==> config.mk <==
export PLATFORM = sky130hd
export DESIGN_NAME = pbch_descrambler_flat
export DESIGN_NICKNAME = d
export VERILOG_FILES = /design/src/rtl/pbch_descrambler_if.sv /design/src/rtl/pbch_descrambler.sv /design/src/flat_wrapper.sv
export SDC_FILE = /design/constraint.sdc
export NUM_CORES = 1
export LEC_CHECK = 0
export ABC_AREA = 1
export CORE_MARGIN = 2
export CORE_UTILIZATION = 65
export CTS_BUF_LIST = sky130_fd_sc_hd__clkbuf_4
export CTS_CLUSTER_DIAMETER = 200
export DETAILED_ROUTE_END_ITERATION = 8
export HOLD_SLACK_MARGIN = 0.1
export PLACE_DENSITY = 0.89
export REMOVE_ABC_BUFFERS = 1
export SLEW_MARGIN = 20
export SYNTH_ARGS = -nofsm -noshare
export SYNTH_HDL_FRONTEND = slang
export SYNTH_SLANG_ARGS = --single-unit
==> constraint.sdc <==
create_clock -name clk_i -period 8 [get_ports clk_i]
set_input_delay 1.2 -clock clk_i [delete_from_list [all_inputs] [get_ports clk_i]]
set_output_delay 1.2 -clock clk_i [all_outputs]
set_load 0.02 [all_outputs]
==> src/rtl/pbch_descrambler_if.sv <==
// LLR stream bundle between demapper, descrambler and PBCH LLR buffer.
// Valid-only stream: there is no back-pressure path, the sink must accept every beat.
interface pbch_descrambler_if #(
  parameter int LLR_DW = 8
);
  logic [LLR_DW-1:0] tdata;
  logic [1:0]        tuser;
  logic              tlast;
  logic              tvalid;

  modport master (output tdata, tuser, tlast, tvalid);
  modport slave  (input  tdata, tuser, tlast, tvalid);
endinterface

==> src/rtl/pbch_descrambler.sv <==
// PBCH descrambler: negates each LLR where the Gold sequence bit is 1; 1-cycle latency, no back-pressure.
// Beats outside RUN are dropped and flagged on overflow_o. `PBCH_DESCR_SAT_EN selects saturating negation.
module pbch_descrambler #(
  parameter int LLR_DW = 8,
  parameter int N_BITS = 864,
  parameter int NC     = 1600
) (
  input  logic               clk_i,
  input  logic               reset_i,
  input  logic [9:0]         N_id_i,
  input  logic               N_id_valid_i,
  input  logic [2:0]         ibar_SSB_i,
  pbch_descrambler_if.slave  s_axis_llr,
  pbch_descrambler_if.master m_axis_llr,
  output logic               ready_o,
  output logic               done_o,
  output logic               overflow_o
);
  localparam int              CW       = $clog2(N_BITS);
  localparam logic [12:0]     NC_W     = 13'(NC);
  localparam logic [12:0]     NB_W     = 13'(N_BITS);
  localparam logic [CW-1:0]   LAST_IDX = CW'(N_BITS - 1);

  typedef enum logic [1:0] {IDLE, WARMUP, RUN} state_t;

  state_t            r_state;
  logic [30:0]       r_x1;
  logic [30:0]       r_x2;
  logic [12:0]       r_warm_cnt;
  logic [CW-1:0]     r_bit_cnt;
  logic [LLR_DW-1:0] r_m_tdata;
  logic [1:0]        r_m_tuser;
  logic              r_m_tlast;
  logic              r_m_tvalid;
  logic              r_ready;
  logic              r_done;
  logic              r_overflow;

  logic              w_c;
  logic [30:0]       w_x1_nxt;
  logic [30:0]       w_x2_nxt;
  logic [12:0]       w_warm_init;
  logic [LLR_DW-1:0] w_neg;
  logic              w_end;
  logic              w_unused;

  assign w_c         = r_x1[0] ^ r_x2[0];
  assign w_x1_nxt    = {r_x1[3] ^ r_x1[0], r_x1[30:1]};
  assign w_x2_nxt    = {r_x2[3] ^ r_x2[2] ^ r_x2[1] ^ r_x2[0], r_x2[30:1]};
  assign w_warm_init = NC_W + 13'(ibar_SSB_i[1:0]) * NB_W;
  assign w_end       = s_axis_llr.tlast || (r_bit_cnt == LAST_IDX);
  // Only L_max = 4 is supported, so the top SSB index bit carries no information here.
  assign w_unused    = ibar_SSB_i[2];

`ifdef PBCH_DESCR_SAT_EN
  localparam logic [LLR_DW-1:0] MIN_LLR = {1'b1, {(LLR_DW-1){1'b0}}};
  assign w_neg = (s_axis_llr.tdata == MIN_LLR) ? ~MIN_LLR : -s_axis_llr.tdata;
`else
  assign w_neg = -s_axis_llr.tdata;
`endif

  always_ff @(posedge clk_i or posedge reset_i) begin
    if (reset_i) begin
      r_state    <= IDLE;
      r_x1       <= '0;
      r_x2       <= '0;
      r_warm_cnt <= '0;
      r_bit_cnt  <= '0;
      r_m_tdata  <= '0;
      r_m_tuser  <= '0;
      r_m_tlast  <= 1'b0;
      r_m_tvalid <= 1'b0;
      r_ready    <= 1'b0;
      r_done     <= 1'b0;
      r_overflow <= 1'b0;
    end else begin
      r_m_tvalid <= 1'b0;
      r_m_tlast  <= 1'b0;
      r_done     <= 1'b0;
      if (N_id_valid_i) begin
        // Re-initialisation wins over everything, including a coincident input beat.
        r_x1       <= 31'd1;
        r_x2       <= {21'b0, N_id_i};
        r_warm_cnt <= w_warm_init;
        r_bit_cnt  <= '0;
        r_ready    <= 1'b0;
        r_overflow <= 1'b0;
        r_state    <= WARMUP;
      end else begin
        case (r_state)
          IDLE: begin
            if (s_axis_llr.tvalid) r_overflow <= 1'b1;
          end
          WARMUP: begin
            if (s_axis_llr.tvalid) r_overflow <= 1'b1;
            if (r_warm_cnt == 13'd0) begin
              r_state   <= RUN;
              r_ready   <= 1'b1;
              r_bit_cnt <= '0;
            end else begin
              r_x1       <= w_x1_nxt;
              r_x2       <= w_x2_nxt;
              r_warm_cnt <= r_warm_cnt - 13'd1;
            end
          end
          RUN: begin
            if (s_axis_llr.tvalid) begin
              r_m_tvalid <= 1'b1;
              r_m_tdata  <= w_c ? w_neg : s_axis_llr.tdata;
              r_m_tuser  <= s_axis_llr.tuser;
              r_x1       <= w_x1_nxt;
              r_x2       <= w_x2_nxt;
              r_bit_cnt  <= r_bit_cnt + CW'(1);
              if (w_end) begin
                r_m_tlast <= 1'b1;
                r_done    <= 1'b1;
                r_ready   <= 1'b0;
                r_state   <= IDLE;
              end
            end
          end
          default: r_state <= IDLE;
        endcase
      end
    end
  end

  assign m_axis_llr.tdata  = r_m_tdata;
  assign m_axis_llr.tuser  = r_m_tuser;
  assign m_axis_llr.tlast  = r_m_tlast;
  assign m_axis_llr.tvalid = r_m_tvalid;
  assign ready_o           = r_ready;
  assign done_o            = r_done;
  assign overflow_o        = r_overflow;
endmodule

==> src/flat_wrapper.sv <==
// flat-port wrapper written by rule: the top's interface ports become plain ports
module pbch_descrambler_flat 
#(
  parameter int LLR_DW = 8,
  parameter int N_BITS = 864,
  parameter int NC     = 1600
)
  (clk_i, reset_i, N_id_i, N_id_valid_i, ibar_SSB_i, ready_o, done_o, overflow_o, s_axis_llr_tdata, s_axis_llr_tuser, s_axis_llr_tlast, s_axis_llr_tvalid, m_axis_llr_tdata, m_axis_llr_tuser, m_axis_llr_tlast, m_axis_llr_tvalid);
  pbch_descrambler_if #(.LLR_DW(LLR_DW)) s_axis_llr_i ();
  pbch_descrambler_if #(.LLR_DW(LLR_DW)) m_axis_llr_i ();
  input  logic clk_i;
  input  logic reset_i;
  input  logic [9:0] N_id_i;
  input  logic N_id_valid_i;
  input  logic [2:0] ibar_SSB_i;
  output logic ready_o;
  output logic done_o;
  output logic overflow_o;
  input wire logic [$bits(s_axis_llr_i.tdata)-1:0] s_axis_llr_tdata;
  input wire logic [$bits(s_axis_llr_i.tuser)-1:0] s_axis_llr_tuser;
  input wire logic [$bits(s_axis_llr_i.tlast)-1:0] s_axis_llr_tlast;
  input wire logic [$bits(s_axis_llr_i.tvalid)-1:0] s_axis_llr_tvalid;
  output wire logic [$bits(m_axis_llr_i.tdata)-1:0] m_axis_llr_tdata;
  output wire logic [$bits(m_axis_llr_i.tuser)-1:0] m_axis_llr_tuser;
  output wire logic [$bits(m_axis_llr_i.tlast)-1:0] m_axis_llr_tlast;
  output wire logic [$bits(m_axis_llr_i.tvalid)-1:0] m_axis_llr_tvalid;
  assign s_axis_llr_i.tdata = s_axis_llr_tdata;
  assign s_axis_llr_i.tuser = s_axis_llr_tuser;
  assign s_axis_llr_i.tlast = s_axis_llr_tlast;
  assign s_axis_llr_i.tvalid = s_axis_llr_tvalid;
  assign m_axis_llr_tdata = m_axis_llr_i.tdata;
  assign m_axis_llr_tuser = m_axis_llr_i.tuser;
  assign m_axis_llr_tlast = m_axis_llr_i.tlast;
  assign m_axis_llr_tvalid = m_axis_llr_i.tvalid;
  pbch_descrambler #(.LLR_DW(LLR_DW), .N_BITS(N_BITS), .NC(NC)) u_core (.clk_i(clk_i), .reset_i(reset_i), .N_id_i(N_id_i), .N_id_valid_i(N_id_valid_i), .ibar_SSB_i(ibar_SSB_i), .s_axis_llr(s_axis_llr_i), .m_axis_llr(m_axis_llr_i), .ready_o(ready_o), .done_o(done_o), .overflow_o(overflow_o));
endmodule
* Word level (Yosys, flattened, before mapping)
Cells that the tools add are included.
Storage, ports and cells: output and inout port bits 15, logic and storage cells 82, bits in registers 101, input bits 28
Cells by class: mux-type cells 36, bitwise gates (word level) 6, add/subtract/negate cells 4, reduce and logical (&&, ||, !) cells 15, equality and inequality tests 9, multiply operators 1
Operators by type and width (count):
- 2-to-1 mux 31 bit | 6
- case mux 31 bit (2 select lines) | 2
- 2-to-1 mux 13 bit | 3
- 2-to-1 mux 10 bit | 3
- case mux 10 bit (2 select lines) | 1
- 2-to-1 mux 1 bit | 14
- adder 11 x 12 -> 13 bit (first input constant) | 1
- zero test 13 bit | 1
- subtractor 13 x 1 -> 13 bit (second input constant) | 1
- adder 10 x 1 -> 10 bit (second input constant) | 1
- == test 10 bit (second input constant) | 1
- AND reduction 3 bit | 3
- 2-to-1 mux 2 bit | 4
- 2-to-1 mux 8 bit | 1
- negation 8 bit | 1
- AND reduction 4 bit | 2
- multiplier 2 x 5 -> 7 bit (second input constant) | 1
- inequality test 3 x 2 -> 1 bit (second input constant) | 2
- inequality test 3 bit (second input constant) | 2
- case mux 2 bit (3 select lines) | 1
- nonzero test 2 bit | 3
- bitwise XOR 1 bit | 5
- inequality test 2 bit (second input constant) | 2
- AND reduction 2 bit | 2
- 8 further kinds | 8

* Longest topological paths before layout
Gate-level depths: netlist of run 1.
depth after elaboration 6, depth in mapped cells 11

* Worst setup path before layout of run 1
No wires, ideal clock.
path kind input to register, start point input N_id_valid_i, end point register u_core.r_ready, in the netlist u_core.ready_o, slack 5.820 ns, arrival time 2.062 ns, required time 7.882 ns, buffers on the path 1, cell stages on the path 8, setup time 0.118 ns, cell sequence buf_2 > nor2_1 > nand2_1 > nand2_1 > a21oi_4 > nand2_1 > nand2_1 > nand2_1
On the way: longest elaborated chain between the ends 2, elaborated cells on any way between the ends 6
RTL lines:
- start: declaration | RTL line flat_wrapper.sv:14 | input logic N_id_valid_i;
- inequality test 3 x 2 -> 1 bit (no source line), or another cell as far along
- AND reduction 4 bit (no source line)
- end signal: assignment | RTL line pbch_descrambler.sv:73 | r_ready <= 1'b0;
- end signal: assignment | RTL line pbch_descrambler.sv:86 | r_ready <= 1'b0;
- end signal: assignment | RTL line pbch_descrambler.sv:98 | r_ready <= 1'b1;
- end: declaration | RTL line pbch_descrambler.sv:35 | logic r_ready;
Several ways; a longest one is shown, not always the timed one. A chain may end at the register's enable or synchronous reset.

* Worst setup path after layout of run 1
start point input N_id_valid_i, end point register u_core.r_x1[11]
On the way: longest elaborated chain between the ends 2, elaborated cells on any way between the ends 5
RTL lines:
- inequality test 3 bit (no source line) or nonzero test 3 bit (tied branches)
- AND reduction 3 bit (no source line)
- end signal: assignment | RTL line pbch_descrambler.sv:101 | r_x1 <= w_x1_nxt;
- end signal: assignment | RTL line pbch_descrambler.sv:111 | r_x1 <= w_x1_nxt;
- end: declaration | RTL line pbch_descrambler.sv:27 | logic [30:0] r_x1;
Several ways; a longest one is shown, not always the timed one.

==> run metrics, run 1 <==
FF-to-FF Start u_core.r_warm_cnt[0]; CTS clk-pin slew, worst paths 0.16 ns; Netlist Area Pre-Place 0.005124 mm2; # setup viols final 0; R2R setup slack 5.28 ns; WP buf/inv 4; crit-path max cell delay 0.48 ns; largest delay contributor family on the critical path buffers and inverters; CTS tree built; Hold-fix buffers, CTS 0; post-CTS sizing 0; Max FO, Critical Path 51; crit path kind input pin to register; total power 1313 uW; Synth Warn # 0; HP Start u_core.m_axis_llr.tuser[1]; Clock Path Buffers 2; Die Span Y 92.79 um; HPWL Detailed 6795 um; post-synthesis sequential area ratio 0.4933; post-layout util 0.7407; initial antenna violation count 0; post-synthesis mux area share 0; Non-Filler Instances 754; worst vdd ir 0.0001334 V; port bufs 41; Final ANT Viol Nets 0; Startpoint Class input pin; fmax 309.0 MHz; Crit path required time 8.35 ns; Post-Place Worst Slack 4.314 ns; Layout area overhead 11.14%; relative slew slack 0.5240; Avg Inst Size Synth 8.237 um2; routability congestion estimate from global placement 0.8781; Yosys reg bits 101; final setup TNS 0 ns; largest net degree at the start of global routing 71; post-synth top area cell dfrtp_1; Layout Skew 0.01721 ns; DR DRC count 0; # Post-CTS Setup Buffers 0; crit path launch N_id_valid_i; Antenna diodes 0; die area 0.008609 mm2; drt wl/cell 13.81 um; Die X 92.79 um; worst skew pair latency 0.44 ns; via count 4,274; RSZ-0062 raised after global routing no; Synth Area in Adders 0.01954; WP data arrival 3.59 ns; P_leak 0.002925 uW; core area 0.007687 mm2; CTS buffer count 9; Worst path most repeated cell buf_4; Comb power frac 0.280; Crit. End Element register; post-synthesis xor/xnor area fraction 0.02711; worst slew pin tran 0.7139 ns; clk sinks 101; Sw Share 0.3373; gr usage total 0.2561; simple-gate share of the synthesized area 0.3126; first-pass GRT wire length 17,970 um; max-slew violation count 0; vias in the first global route 4,193; max_cap viols 0; Starting Density 0.6665; root buf cell clkbuf_4; Clk pwr share 0.253; Compound-Gate Fraction of Synth Area 0.06935; worst setup margin 4.763 ns; Hold Path Class register to register; layout cell share with drive strength beyond 1 0.07362; H-tree Lvls 3; sequential share of power 0.468; Fillers 536; Fin. Hold Viols 0; worst-path cell chain clkdlybuf4s50_1 -> buf_4 -> a21oi_4 -> buf_4 -> nand2_2 -> buf_4 -> nand3_1 -> nand2_1; share of the synthesized area in the top cell type 0.4933; outcome finished, final reports clean; power per cell area 230.7 mW/mm2; Pint 870.3 uW; count of cell types in the netlist 36; largest cells by area after synthesis dfrtp_1 49%, nand3_1 13%, nand2_1 12%; drt first-iter violations 378; fin crit share 0.4046; num rows 32; vias per std cell 5.668; I/O pin cnt 43; slowest CP cell nand2_2; Nets 683; routed wire length 10,410 um; Post-Synthesis Cells 622; Psw 443.0 uW; 1st-pass router iterations 5; main combinational cell family by area after synthesis simple AND/OR/NAND/NOR gates; placed insts 738; GR Overflow Total 0; min Tclk post-route 3.237 ns
[layout make-up]
class | count | area (um2) | share of cell area
Inverter | 54 | 205.2 | 0.03604
Multi-Input combinational cell | 435 | 2196 | 0.3856
Clock buffer | 9 | 67.56 | 0.01187
Tap cell | 102 | 127.6 | 0.02241
Sequential cell | 101 | 2527 | 0.4439
Clock inverter | 7 | 122.6 | 0.02153
Timing Repair Buffer | 46 | 447.9 | 0.07866
[per-stage QoR]
stage | instance area (um2) | hold WS (ns)
final | 5694 | 0.4936
after global routing | 5694 | 0.5188
after CTS | 5694 | 0.4915
after detailed placement | 5504 | 0.4585
after global placement | 5504 | 0.4567
after floorplan | 4926 | 0.4695
[worst register-to-register path, stage by stage, from the launching register on]
cell	delay, ns
dfrtp_1	0.40
inv_1	0.13
ha_1	0.20
nand2_1	0.06
nor2_1	0.17
nand2_2	0.10
nand2_4	0.41
nand2_2	0.52
buf_4	0.43
nand3_1	0.14
nand2_1	0.08
[synthesized netlist by cell type (all sizes together)]
cell type,number
a211oi,1
buf,25
a21oi,6
nand3,135
clkbuf,7
nor2,39
nand3b,3
ha,8
o21ai,41
nor3,4
o22ai,3
dfrtp,101
nand4,7
inv,54
xor2,12
a21o,1
or2,1
a31oi,1
o211ai,1
o21bai,3
nand2,166
xnor2,3
[power groups by stage]
| stage | logic (uW) | clock network [uW] | registers (uW) |
|---|---|---|---|
| 3_3_place_gp | 350 | 0 | 618 |
| 6_report | 367 | 332 | 614 |
| 4_1_cts | 367 | 338 | 613 |
| 3_5_place_dp | 364 | 0 | 623 |
| 2_1_floorplan | 209 | 0 | 647 |
| 5_1_grt | 409 | 357 | 621 |
[metal layers]
metal | routed length, um | global-route usage
met5 | 0 | 0
met1 | 4469 | 0.3315
met4 | 159 | 0.08578
met3 | 634 | 0.05777
met2 | 5148 | 0.4287
[flip-flops by register name, summed over array words and instances, names as in the netlist]
name,flops
u_core.m_axis_llr.tlast,1
u_core.m_axis_llr.tuser,2
u_core.r_x2,31
u_core.overflow_o,1
u_core.ready_o,1
u_core.r_state,2
u_core.m_axis_llr.tvalid,1
u_core.r_bit_cnt,10
u_core.r_warm_cnt,13
u_core.m_axis_llr.tdata,8
u_core.r_x1,31
[layout by cell type, fill, tap and decap left out, drive strengths merged, types with 3 or more instances in the layout]
cell	Yosys	final
nand2	166	166
nand3b	3	3
nor2	39	39
clkinv	0	3
inv	54	55
nand4	7	7
clkdlybuf4s50	0	41
o21bai	3	3
buf	25	5
dfrtp	101	101
xnor2	3	3
o21ai	41	41
ha	8	8
a21oi	6	6
nor3	4	4
bufinv	0	3
o22ai	3	3
clkbuf	7	9
nand3	135	135
xor2	12	12
[worst paths after layout]
check / end / cells after the start
setup reg to reg: u_core.r_x1[11] / 10
max in group asynchronous: u_core.m_axis_llr.tuser[1] / 3
hold reg to reg: u_core.m_axis_llr.tuser[1] / 2
setup / recovery: u_core.r_x1[11] / 8
hold / removal: u_core.m_axis_llr.tuser[1] / 2
min in group asynchronous: u_core.r_x2[22] / 2
[kinds of logic (layout without fill, tap and decap cells)]
kind of cell / Yosys count / count (layout)
simple gates: 355 / 355
buf+inv: 86 / 116
xor+xnor: 15 / 15
flops: 101 / 101
fa+ha+maj: 8 / 8
compound gates: 57 / 57
Power figures use the tool's default switching activity.
==> run 2, diff against run 1 <==
--- a/config.mk
+++ b/config.mk
@@ -7,12 +7,12 @@
 export LEC_CHECK = 0
 export ABC_AREA = 1
 export CORE_MARGIN = 2
-export CORE_UTILIZATION = 65
+export CORE_UTILIZATION = 60
 export CTS_BUF_LIST = sky130_fd_sc_hd__clkbuf_4
 export CTS_CLUSTER_DIAMETER = 200
 export DETAILED_ROUTE_END_ITERATION = 8
 export HOLD_SLACK_MARGIN = 0.1
-export PLACE_DENSITY = 0.89
+export PLACE_DENSITY = 0.83
 export REMOVE_ABC_BUFFERS = 1
 export SLEW_MARGIN = 20
 export SYNTH_ARGS = -nofsm -noshare
==> constraint.sdc (replaced) <==
create_clock -name clk_i -period 3.15 [get_ports clk_i]
set_input_delay 0.4725 -clock clk_i [delete_from_list [all_inputs] [get_ports clk_i]]
set_output_delay 0.4725 -clock clk_i [all_outputs]
set_load 0.02 [all_outputs]
==> run 2 against run 1 <==
Compared with the run above:
- register-to-register slack worse by 4.2 ns
- final area rose by 0.24%
- clock skew is 0.0030 ns higher
- global-route usage decreased by 0.88 points
- die area is 8.0% higher
- via count up 0.68%
- non-clock buffer count rose by 3
- routed wire length up 2.8%
- clock power increased by 120%
- core utilization fell by 5.0 points
- setup slack worse by 3.7 ns
- sequential power increased to 2.5 times the previous value
- critical endpoint is now u_core.r_x2[0]
- largest power group unchanged
==> run metrics, run 2 (same netlist as run 1, synthesis figures left out) <==
outcome finished, final reports clean; largest delay contributor family on the critical path simple AND/OR/NAND/NOR gates; max_cap viols 0; die area 0.009295 mm2; placed insts 744; Max FO, Critical Path 74; slowest CP cell nand2_4; Antenna diodes 0; worst vdd ir 0.0002857 V; Starting Density 0.6205; WP data arrival 2.45 ns; root buf cell clkbuf_4; Placed Area 0.005555 mm2; GR Overflow Total 0; Largest regs u_core.r_x1 x31, u_core.r_x2 x31, u_core.r_warm_cnt x13; routability congestion estimate from global placement 0.8489; Pint 2074 uW; initial antenna violation count 0; # setup viols final 0; Layout Skew 0.02018 ns; design area 0.005708 mm2; DR DRC count 0; power per cell area 566.7 mW/mm2; Crit path required time 3.50 ns; max-slew violation count 0; busiest grt layer met2; Fin. Hold Viols 0; Comb power frac 0.290; Die Span Y 96.41 um; CTS buffer count 9; Sw Share 0.3588; RSZ-0062 raised after global routing no; CTS clk-pin slew, worst paths 0.17 ns; sequential share of power 0.482; fmax 476.3 MHz; worst-path cell chain inv_1 -> ha_1 -> nand2_1 -> nor2_1 -> nand2_2 -> nand2_4 -> nand2_2 -> buf_12 -> nor2_1 -> a21oi_2; H-tree Lvls 3; vias per std cell 5.662; P_leak 0.002934 uW; commonest non-fill, non-tap cell in the layout nand2_1; WP buf/inv 2; Hold Path Class input pin to async pin; CTS tree built; Hold-fix buffers, CTS 0; Hold Slack 0.4006 ns; gr usage total 0.2473; post-CTS sizing 0; commonest cells after routing, fill and taps aside 159 x nand2_1, 134 x nand3_1, 101 x dfrtp_1, 49 x inv_1, 41 x clkdlybuf4s50_1; Crit. End Element register; relative slew slack 0.6384; worst slew pin tran 0.5424 ns; min Tclk post-route 2.100 ns; Layout area overhead 11.40%; largest net degree at the start of global routing 75; Final ANT Viol Nets 0; worst skew pair latency 0.46 ns; global-route track usage on met1 0.3223; vias in the first global route 4,112; M2 GR Usage 0.4149; Psw 1161 uW; crit path kind register to register; met3 Track Usage GR 0.05974; # Post-CTS Setup Buffers 0; first-pass GRT wire length 18,270 um; Non-Filler Instances 760; HPWL Detailed 7007 um; core area 0.008258 mm2; drt first-iter violations 326; Nets 686; clk sinks 101; routed wire length 10,700 um; Clk pwr share 0.228; num rows 33; final setup TNS 0 ns; Die X 96.41 um; Startpoint Class register; 1st-pass router iterations 5; fin crit share 0.6665; port bufs 41; I/O pin cnt 43; crit-path max cell delay 0.41 ns; via count 4,303; layout cell share with drive strength beyond 1 0.07939; Clock Path Buffers 2; drt wl/cell 14.08 um
==> run 2: cell count changes in the layout (fill, tap and decap cells not counted) <==
cell	previous run	this run
buf_12	0	2
buf_4	5	6
bufinv_16	3	1
clkinv_1	1	0
clkinv_4	2	0
inv_6	0	5
==> run 2: through the flow <==
step                      setup WS [ns]  utilization  total power [uW]
final                             1.050       0.6912              3235
after global routing             0.8861       0.6912              3423
after CTS                         1.055       0.6912              3250
after detailed placement         0.7843       0.6727              2513
after global placement           0.8236       0.6727              2473
after floorplan                 0.03037            -              2173
==> run 2: layout make-up <==
cell class | count | area (um2)
Sequential cell | 101 | 2527
Inverter | 54 | 205.2
Clock buffer | 9 | 67.56
Tap cell | 105 | 131.4
Clock inverter | 7 | 85.08
Multi-Input combinational cell | 435 | 2196
Fill cell | 644 | 2550
Timing Repair Buffer | 49 | 495.5
==> run 2: worst register-to-register path, cell delays in order (launching register included) <==
cell and delay (ns):
dfrtp_1 0.39, inv_1 0.14, ha_1 0.20, nand2_1 0.06
nor2_1 0.13, nand2_2 0.09, nand2_4 0.41, nand2_2 0.12
buf_12 0.23, nor2_1 0.18, a21oi_2 0.05
==> run 2: path summary, 6_finish.rpt <==
path | startpoint | end | slack (ns) | depth (start not counted)
max in group asynchronous | reset_i | u_core.r_state[0] | 1.98 | 3
min reg2reg | u_core.m_axis_llr.tdata[7] | u_core.m_axis_llr.tdata[7] | 0.51 | 2
min in group clk_i | u_core.m_axis_llr.tdata[7] | u_core.m_axis_llr.tdata[7] | 0.51 | 2
max reg2reg | u_core.r_warm_cnt[1] | u_core.r_x2[0] | 1.05 | 10
max | u_core.r_warm_cnt[1] | u_core.r_x2[0] | 1.05 | 10
min | reset_i | u_core.r_x1[10] | 0.40 | 2
==> run 2: layer usage <==
layer,routed length (um),part of all wire,up-vias
met5,0,0,-
li1,-,-,2078
met3,664,0.062,20
met2,5260,0.49,141
met4,143,0.013,0
met1,4636,0.43,2064
==> run 2: power by group through the flow <==
stage                     Sequential (uW)  Clock [uW]  Combinational [uW]
final                                1560         737                 939
after global routing                 1580         793                1050
after CTS                            1560         754                 939
after detailed placement             1580           0                 932
after global placement               1570           0                 901
after floorplan                      1640           0                 530
